## config.mk

```make
export PLATFORM = sky130hd
export DESIGN_NAME = ex_stage
export DESIGN_NICKNAME = d
export VERILOG_FILES = /design/src/rtl/ex_stage_pkg.sv /design/src/rtl/ex_stage_alu.sv /design/src/rtl/ex_stage.sv
export SDC_FILE = /design/constraint.sdc
export NUM_CORES = 1
export LEC_CHECK = 0
export ABC_AREA = 1
export CORE_ASPECT_RATIO = 1.75
export CORE_UTILIZATION = 30
export DETAILED_ROUTE_END_ITERATION = 16
export SLEW_MARGIN = 15
export SYNTH_ARGS = -nofsm -noshare
export SYNTH_HDL_FRONTEND = slang
export SYNTH_SLANG_ARGS = --single-unit
export TNS_END_PERCENT = 50
```

## constraint.sdc

```tcl
create_clock -name clk -period 5.2 [get_ports clk]
set_input_delay 0.52 -clock clk [delete_from_list [all_inputs] [get_ports clk]]
set_output_delay 0.52 -clock clk [all_outputs]
set_load 0.05 [all_outputs]
```

## src/rtl/ex_stage_pkg.sv

```systemverilog
`default_nettype none
// ============================================================================
//  Module      : ex_stage_pkg
//  Description : Shared CPU definitions for the execute stage and the ALU
//                control decoder: ALU operation codes, forwarding select
//                codes, pipeline register layouts and the forwarding mux.
//  Revision    : 1.0  initial release
// ============================================================================
package ex_stage_pkg;

    // ALU control codes (ALU control decoder output encoding)
    localparam logic [3:0] c_ALU_AND = 4'b0000;
    localparam logic [3:0] c_ALU_OR  = 4'b0001;
    localparam logic [3:0] c_ALU_ADD = 4'b0010;
    localparam logic [3:0] c_ALU_SUB = 4'b0110;
    localparam logic [3:0] c_ALU_SLT = 4'b0111;
    localparam logic [3:0] c_ALU_NOR = 4'b1100;

    // Forwarding select codes. 2'b11 is unused and falls back to the
    // ID/EX operand, which is the safe choice if the hazard unit glitches.
    localparam logic [1:0] c_FWD_IDEX  = 2'b00;
    localparam logic [1:0] c_FWD_WB    = 2'b01;
    localparam logic [1:0] c_FWD_EXMEM = 2'b10;

    // ID/EX pipeline register. An all-zero value is a bubble.
    typedef struct packed {
        logic        valid;
        logic [3:0]  alu_ctr;
        logic [31:0] a;
        logic [31:0] b;
        logic [31:0] imm;
        logic        alu_src;
        logic [4:0]  rd;
        logic        reg_write;
        logic        mem_read;
        logic        mem_write;
        logic        mem_to_reg;
        logic        branch;
    } idex_t;

    // EX/MEM pipeline register.
    typedef struct packed {
        logic        valid;
        logic [31:0] result;
        logic [31:0] store_data;
        logic [4:0]  rd;
        logic        zero;
        logic        ovf;
        logic        branch_taken;
        logic        reg_write;
        logic        mem_read;
        logic        mem_write;
        logic        mem_to_reg;
    } exmem_t;

    // Operand forwarding mux shared by both ALU inputs.
    function automatic logic [31:0] fwd_sel(
        input logic [1:0]  sel,
        input logic [31:0] idex_val,
        input logic [31:0] exmem_val,
        input logic [31:0] wb_val
    );
        logic [31:0] v;
        v = idex_val;
        case (sel)
            c_FWD_EXMEM: v = exmem_val;
            c_FWD_WB:    v = wb_val;
            default:     v = idex_val;
        endcase
        return v;
    endfunction

endpackage
`default_nettype wire

```

## src/rtl/ex_stage_alu.sv

```systemverilog
`default_nettype none
// ============================================================================
//  Module      : alu_core
//  Description : Purely combinational 32-bit ALU for the execute stage.
//  Ports       : a, b    in  32  operands
//                ctr     in  4   ALU control code (see ex_stage_pkg)
//                result  out 32  operation result (0 for undefined codes)
//                zero    out 1   result == 0
//                ovf     out 1   signed overflow of add/sub, else 0
//  Revision    : 1.0  initial release
// ============================================================================
module alu_core
    import ex_stage_pkg::*;
(
    input  logic [31:0] a,
    input  logic [31:0] b,
    input  logic [3:0]  ctr,
    output logic [31:0] result,
    output logic        zero,
    output logic        ovf
);

    logic [31:0] w_sum;
    logic [31:0] w_diff;
    logic        w_add_ovf;
    logic        w_sub_ovf;
    logic        w_slt;

    assign w_sum  = a + b;
    assign w_diff = a - b;

    // Add overflows when both operands share a sign the sum does not.
    assign w_add_ovf = (a[31] == b[31]) && (w_sum[31] != a[31]);
    // Subtract overflows when operand signs differ and the result sign
    // departs from the minuend.
    assign w_sub_ovf = (a[31] != b[31]) && (w_diff[31] != a[31]);

    assign w_slt = ($signed(a) < $signed(b));

    always_comb begin
        result = 32'd0;
        ovf    = 1'b0;
        case (ctr)
            c_ALU_ADD: begin
                result = w_sum;
                ovf    = w_add_ovf;
            end
            c_ALU_SUB: begin
                result = w_diff;
                ovf    = w_sub_ovf;
            end
            c_ALU_AND: result = a & b;
            c_ALU_OR:  result = a | b;
            c_ALU_SLT: result = {31'd0, w_slt};
            c_ALU_NOR: result = ~(a | b);
            default:   result = 32'd0;
        endcase
    end

    assign zero = (result == 32'd0);

endmodule
`default_nettype wire

```

## src/rtl/ex_stage.sv

```systemverilog
`default_nettype none
// ============================================================================
//  Module      : ex_stage
//  Description : Execute stage of the 5-stage pipeline. Holds the ID/EX and
//                EX/MEM registers, the operand forwarding muxes and the
//                immediate select in front of alu_core. Latency from in_* to
//                out_* is two rising edges while hold is low.
//  Ports       : clk, reset (async, active-low), hold (freeze both regs),
//                flush (bubble into ID/EX)
//                in_*      decoded instruction from ID
//                fwd_a/b   forwarding selects, wb_data write-back value
//                out_*     EX/MEM register contents toward MEM
//  Revision    : 1.0  initial release
// ============================================================================
module ex_stage
    import ex_stage_pkg::*;
(
    input  logic        clk,
    input  logic        reset,
    input  logic        hold,
    input  logic        flush,

    input  logic        in_valid,
    input  logic [3:0]  in_aluCtr,
    input  logic [31:0] in_a,
    input  logic [31:0] in_b,
    input  logic [31:0] in_imm,
    input  logic        in_aluSrc,
    input  logic [4:0]  in_rd,
    input  logic        in_regWrite,
    input  logic        in_memRead,
    input  logic        in_memWrite,
    input  logic        in_memToReg,
    input  logic        in_branch,

    input  logic [1:0]  fwd_a,
    input  logic [1:0]  fwd_b,
    input  logic [31:0] wb_data,

    output logic        out_valid,
    output logic [31:0] out_result,
    output logic [31:0] out_store_data,
    output logic [4:0]  out_rd,
    output logic        out_zero,
    output logic        out_ovf,
    output logic        out_branch_taken,
    output logic        out_regWrite,
    output logic        out_memRead,
    output logic        out_memWrite,
    output logic        out_memToReg
);

    idex_t       r_idex;
    idex_t       w_idex_in;
    exmem_t      r_exmem;
    exmem_t      w_exmem_next;

    logic [31:0] w_op_a;
    logic [31:0] w_op_b_fwd;
    logic [31:0] w_op_b;
    logic [31:0] w_alu_result;
    logic        w_alu_zero;
    logic        w_alu_ovf;

    // ------------------------------------------------------------------
    // ID/EX register
    // ------------------------------------------------------------------
    always_comb begin
        w_idex_in            = '0;
        w_idex_in.valid      = in_valid;
        w_idex_in.alu_ctr    = in_aluCtr;
        w_idex_in.a          = in_a;
        w_idex_in.b          = in_b;
        w_idex_in.imm        = in_imm;
        w_idex_in.alu_src    = in_aluSrc;
        w_idex_in.rd         = in_rd;
        w_idex_in.reg_write  = in_regWrite;
        w_idex_in.mem_read   = in_memRead;
        w_idex_in.mem_write  = in_memWrite;
        w_idex_in.mem_to_reg = in_memToReg;
        w_idex_in.branch     = in_branch;
    end

    // hold wins over flush: a frozen pipeline must not lose its entry.
    always_ff @(posedge clk or negedge reset) begin
        if (!reset) begin
            r_idex <= '0;
        end else if (!hold) begin
            r_idex <= flush ? idex_t'('0) : w_idex_in;
        end
    end

    // ------------------------------------------------------------------
    // Operand forwarding and ALU
    // ------------------------------------------------------------------
    // The EX/MEM path feeds back the result of the instruction one ahead.
    assign w_op_a     = fwd_sel(fwd_a, r_idex.a, r_exmem.result, wb_data);
    assign w_op_b_fwd = fwd_sel(fwd_b, r_idex.b, r_exmem.result, wb_data);

    // Stores need the register value even when the ALU uses the immediate
    // for address calculation, so store data taps before this mux.
    assign w_op_b = r_idex.alu_src ? r_idex.imm : w_op_b_fwd;

    alu_core u_alu (
        .a      (w_op_a),
        .b      (w_op_b),
        .ctr    (r_idex.alu_ctr),
        .result (w_alu_result),
        .zero   (w_alu_zero),
        .ovf    (w_alu_ovf)
    );

    // ------------------------------------------------------------------
    // EX/MEM register
    // ------------------------------------------------------------------
    // Control outputs are gated with valid so that a bubble can never
    // write a register, touch memory or redirect fetch, whatever the ALU
    // happens to compute from forwarded data.
    always_comb begin
        w_exmem_next              = '0;
        w_exmem_next.valid        = r_idex.valid;
        w_exmem_next.result       = w_alu_result;
        w_exmem_next.store_data   = w_op_b_fwd;
        w_exmem_next.rd           = r_idex.rd;
        w_exmem_next.zero         = w_alu_zero;
        w_exmem_next.ovf          = w_alu_ovf;
        w_exmem_next.branch_taken = r_idex.valid & r_idex.branch & w_alu_zero;
        w_exmem_next.reg_write    = r_idex.valid & r_idex.reg_write;
        w_exmem_next.mem_read     = r_idex.valid & r_idex.mem_read;
        w_exmem_next.mem_write    = r_idex.valid & r_idex.mem_write;
        w_exmem_next.mem_to_reg   = r_idex.valid & r_idex.mem_to_reg;
    end

    always_ff @(posedge clk or negedge reset) begin
        if (!reset) begin
            r_exmem <= '0;
        end else if (!hold) begin
            r_exmem <= w_exmem_next;
        end
    end

    assign out_valid        = r_exmem.valid;
    assign out_result       = r_exmem.result;
    assign out_store_data   = r_exmem.store_data;
    assign out_rd           = r_exmem.rd;
    assign out_zero         = r_exmem.zero;
    assign out_ovf          = r_exmem.ovf;
    assign out_branch_taken = r_exmem.branch_taken;
    assign out_regWrite     = r_exmem.reg_write;
    assign out_memRead      = r_exmem.mem_read;
    assign out_memWrite     = r_exmem.mem_write;
    assign out_memToReg     = r_exmem.mem_to_reg;

endmodule
`default_nettype wire

```

### Yosys cells after proc, flatten, opt, wreduce, memory -nomap -nowiden

Cells that the tools add are included.

* register bits after elaboration: 189
* input port bits: 152
* output and inout port bits: 77
* word-level logic and storage cells: 58

* add/sub/neg operators: 2
* $lt $le $gt $ge: 1
* eq/ne operators: 13
* muxes and demuxes: 6
* bitwise operators: 9
* reductions and logical operators: 4

Operators with widths (number)
* case mux 32 bit (6 select lines): 1
* case mux 32 bit (2 select lines): 2
* 2-to-1 mux 112 bit: 1
* adder 32 bit: 1
* AND 32 bit: 1
* logical NOT 32 bit: 1
* < comparator 32 bit: 1
* 2-to-1 mux 32 bit: 1
* inverter 32 bit: 1
* OR 32 bit: 1
* subtractor 32 bit: 1
* == test 4 x 3 -> 1 bit (second input constant): 2
* AND 1 bit: 6
* == test 2 x 1 -> 1 bit (second input constant): 2
* == test 2 bit (second input constant): 2
* == test 4 x 1 -> 1 bit (second input constant): 1
* == test 4 x 2 -> 1 bit (second input constant): 1
* == test 4 bit (second input constant): 1
* logical NOT 4 bit: 1
* != test 1 bit: 3
* logical AND 1 bit: 2
* case mux 1 bit (2 select lines): 1
* == test 1 bit: 1

### Longest topological paths before layout

* word-level depth: 8
* mapped depth: 32
* mapped depth without buffers: 30

### Cells and area by module

From an unflattened synthesis, not the netlist that was laid out.

* cells, all modules: 2560
* area total of the unflattened synthesis: 15813.9 um^2

By module, submodules not included
* ex_stage: times used 1, cells an instance 1197, area an instance 9150.0 um^2, seq. area each 4729.5 um^2
* alu_core: times used 1, cells an instance 1363, area an instance 6663.9 um^2, seq. area each 0.0 um^2

### Worst setup path after synthesis

OpenSTA, ideal clock, no wires.

* kind: input to register
* from: in fwd_b[0]
* to: reg r_exmem (netlist bit out_branch_taken)
* library setup time: 66 ps
* data arrival time: 4015 ps
* data required time: 5134 ps
* setup slack: 1119 ps
* stages on the path: 29
* path buffers: 2
* cell sequence: inv_1 > ha_1 > inv_2 > clkbuf_1 > clkbuf_1 > o21ai_0 > o21ai_0 > ha_1 > inv_1 > fa_1 > nand3_1 > nand2_1 > nand2_1 > nand2_1 > nand2_1 > nor2_1 > nor2_2 > nand2_2 > nand2_1 > nand2_2 > nand2_1 > nand3_1 > nand2_1 > nor2_1 > nor2_1 > nand4_1 > nor2_1 > nand3_1 > nand2_1

* word-level cells in the longest chain between the ends: 8
* elaborated cells between the ends (all ways): 13
* classes of those cells: 2 x add/sub; 1 x order compare; 2 x eq/ne; 3 x mux; 4 x bitwise; 1 x reduce/logical

RTL lines
* from (decl): RTL line ex_stage.sv:37 `input logic [1:0] fwd_b,`
* == test 2 x 1 -> 1 bit / == test 2 bit (equally long branches): RTL line ex_stage_pkg.sv:65 `case (sel)`
* case mux 32 bit (2 select lines) *: RTL line ex_stage_pkg.sv:65
* 2-to-1 mux 32 bit *: RTL line ex_stage.sv:102 `assign w_op_b = r_idex.alu_src ? r_idex.imm : w_op_b_fwd;`
* parallel branches: the longest is 2 deep, another holds subtractor 32 bit
* case mux 32 bit (6 select lines) *: RTL line ex_stage_alu.sv:43 `case (ctr)`
* logical NOT 32 bit *: RTL line ex_stage_alu.sv:60 `assign zero = (result == 32'd0);`
* AND 1 bit *: RTL line ex_stage.sv:127 `w_exmem_next.branch_taken = r_idex.valid & r_idex.branch & w_alu_zero;`
* to (signal assigned): RTL line ex_stage.sv:138 `r_exmem <= w_exmem_next;`
* to (decl): RTL line ex_stage.sv:55 `exmem_t r_exmem;`

Mark *: on every way between the ends.
A chain may end at the register's enable or synchronous reset.

### Worst setup path after layout

* from: in fwd_b[1]
* to: reg r_exmem (netlist bit out_zero)

* word-level cells in the longest chain between the ends: 7
* elaborated cells between the ends (all ways): 12
* classes of those cells: 2 x add/sub; 1 x order compare; 2 x eq/ne; 3 x mux; 3 x bitwise; 1 x reduce/logical

RTL lines (RTL line)
* == test 2 x 1 -> 1 bit / == test 2 bit (equally long branches): ex_stage_pkg.sv:65
* case mux 32 bit (2 select lines) *: ex_stage_pkg.sv:65
* 2-to-1 mux 32 bit *: ex_stage.sv:102
* parallel branches: the longest is 2 deep, another holds subtractor 32 bit
* case mux 32 bit (6 select lines) *: ex_stage_alu.sv:43
* logical NOT 32 bit *: ex_stage_alu.sv:60

Marks and branches as above.

==> results.sh <==
export IMPL_status="complete, no violations"
export IMPL_clockRootBuffer="clkbuf_16"
export IMPL_clock_latency_ns=0.47
export IMPL_multiInputGateArea_mm2=0.00819
export IMPL_required_ns=5.60
export IMPL_crit_arrival_ns=5.37
export IMPL_hp_class="in2async"
export IMPL_critPathMaxFanout=14
export IMPL_nFillCells=4935
export IMPL_drive_gt1_frac=0.0980
export IMPL_reg2reg_depth=21
export IMPL_synthDistinctLibCells=42
export IMPL_synth_common_cells="nand2_1, inv_1, o21ai_0, nand3_1, dfrtp_1"
export IMPL_finalWirelength_mm=64.0
export IMPL_ys_ff_latch=189
export IMPL_area_growth_pct=31.4
export IMPL_timing_hold_ws_ns=0.0593
export IMPL_ant_nets=0
export IMPL_worst_slew_margin_rel=0.307
export IMPL_first_pass_iters=6
export IMPL_dp_hpwl_mm=51.4
export IMPL_cts_tree="done"
export IMPL_cts_sinks=189
export IMPL_gp_congestion=0.938
export IMPL_synth_async_reset_ratio=1.00
export IMPL_fin_nets=2704
export IMPL_min_period_over_period=0.955
export IMPL_r2r_start="r_idex[10]"
export IMPL_design_core_area_mm2=0.0472
export IMPL_drt_vias_per_instance=5.21
export IMPL_pin_count=229
export IMPL_cts_hold_buf=0
export IMPL_crit_start="fwd_b[1]"
export IMPL_worstMarginPinSlew_ns=1.03
export IMPL_crit_family="compound AO/OA/AOI/OAI gates"
export IMPL_powerDensity_mw_per_mm2=346
export IMPL_yosysSeqAreaShare=0.328
export IMPL_clk_pin_slew_ns=0.08
export IMPL_skew_ns=0.0132
export IMPL_antenna_found_initial=0
export IMPL_h_tree_depth=4
export IMPL_cp_end_kind="flop"
export IMPL_grt_ovfl_total=0
export IMPL_synth_most_common_cell="nand2_1"
export IMPL_synthTopCellsByArea="dfrtp_1, nand2_1, ha_1, o21ai_0, nand3_1"
export IMPL_rsz0062_at_grt="false"
export IMPL_tns_ns=0
export IMPL_dp_slack_ns=-0.568
export IMPL_cts_buffer_depth=2
export IMPL_drc=0
export IMPL_layout_setup_ws_ns=0.232
export IMPL_synth_cells=2139
export IMPL_drv_slew=0
export IMPL_r2r_end="out_zero"
export IMPL_fin_util=0.402
export IMPL_num_antenna_cells=0
export IMPL_setup_viol=0
export IMPL_start_util=0.306
export IMPL_p_total_uw=6550
export IMPL_r2r_setup_slack_ns=0.62
export IMPL_critPathCapture="out_zero"
export IMPL_syn_avg_cell_area_um2=6.74
export IMPL_via_count=15900
export IMPL_die_area_mm2=0.0490
export IMPL_critPathLaunchType="input pin"
export IMPL_synth_area_leader_cell="dfrtp_1"
export IMPL_row_count=105
export IMPL_fmax_mhz=201
export IMPL_cts_buffers=17
export IMPL_drtIter0Drc=1126
export IMPL_cpPeakStageDelay_ns=0.54
export IMPL_syn_area_mm2=0.0144
export IMPL_cp_slowest_cell="clkdlybuf4s50_1"
export IMPL_grt_pass1_wl_mm=96.5
export IMPL_grt_max_degree=119
export IMPL_ff_latch_area_mm2=0.00473
export IMPL_synth_top_area_share=0.328
export IMPL_die_w_um=168
export IMPL_ir_worst_vdd_mv=0.201
export IMPL_drv_cap=0
export IMPL_path_class="in2reg"
export IMPL_yosys_warnings=0
export IMPL_fin_crit_ns=4.97
export IMPL_wl_per_cell_um=21.0
export IMPL_leakage_uw=0.00946
export IMPL_portBuffers=228
export IMPL_critPathBufInv=5
export IMPL_synth_nets=2396
export IMPL_grtUsageTotal=0.263
export IMPL_synth_edf_count=0
export IMPL_synth_ff_type="dfrtp_1"
export IMPL_cp_num_cells=25
export IMPL_grt_pass1_vias=15700
export IMPL_crit_top_cell="o21ai_0"
export IMPL_hold_viol=0
export IMPL_die_h_um=292
through the flow:
stage | cells | area [µm²]
2_1_floorplan | 2139 | 14400
3_3_place_gp | 3016 | 18300
4_1_cts | 3048 | 18900
6_report | 3048 | 18900
5_1_grt | 3048 | 18900
3_5_place_dp | 3016 | 18300
how the worst min path moves through the flow:
stage	slack, ns	from	to	depth (start not counted)
2_1_floorplan	0.22	reset	out_branch_taken	0
3_3_place_gp	0.45	r_idex[87]	r_idex[87]	2
3_5_place_dp	0.46	r_idex[28]	r_idex[28]	2
4_1_cts	0.08	reset	out_memToReg	1
5_1_grt	0.11	reset	r_idex[5]	1
6_report	0.06	reset	out_memToReg	1
kinds of logic (layout without fill, tap and decap cells):
family / after synthesis / count (layout) / synth area share
AO/OA/AOI/OAI: 471 / 471 / 0.185
flip-flops: 189 / 189 / 0.328
adder cells (fa/ha/maj): 105 / 105 / 0.0922
AND/OR/NAND/NOR: 979 / 979 / 0.288
XOR/XNOR: 3 / 3 / 0.00182
buffers and inverters: 392 / 713 / 0.105
layout make-up:
class	count	share of cell area
clock inverters	14	0.00872
inverters	287	0.0575
repair buffers	394	0.190
flip-flops and latches	189	0.250
clock buffers	18	0.0227
multi-input cells	1558	0.432
well taps	588	0.0388
flip-flops by register name, indices dropped and copies added, names as in the netlist:
name and flops:
out_result 32, out_branch_taken 1, out_ovf 1, out_store_data 32, r_idex 112, out_memRead 1, out_memToReg 1, out_valid 1
out_zero 1, out_rd 5, out_memWrite 1, out_regWrite 1
timing repair:
item | in CTS | in global routing
setup endpoints to repair | 2 | 2
hold endpoints to repair | 0 | 0
setup buffers | 0 | 0
gates resized for setup | 1 | 8
routing by layer:
layer / vias to the layer above / wire length (µm) / track usage
li1: 7675 / - / -
met1: 7581 / 26500 / 0.326
met2: 521 / 32700 / 0.470
met3: 92 / 2650 / 0.0226
met4: 0 / 2150 / 0.0994
met5: - / 0 / 0
report_power, final:
group / internal [µW] / switching (µW) / total [µW]
Sequential: 1630 / 134 / 1770
Clock: 651 / 696 / 1350
Combinational: 1220 / 2220 / 3440
Total: 3500 / 3050 / 6550
placed cells by master, fill, tap and decap left out, types with 19 or more instances in the layout:
| cell | n |
|---|---|
| a221oi_1 | 19 |
| dfrtp_1 | 189 |
| o221ai_1 | 28 |
| a21oi_1 | 110 |
| nor2_1 | 155 |
| nand3_1 | 232 |
| ha_1 | 102 |
| o21ai_0 | 245 |
| nand4_1 | 19 |
| inv_1 | 275 |
| buf_4 | 160 |
| nand2_1 | 528 |
| clkdlybuf4s50_1 | 226 |
(Power assumes the default switching activity.)
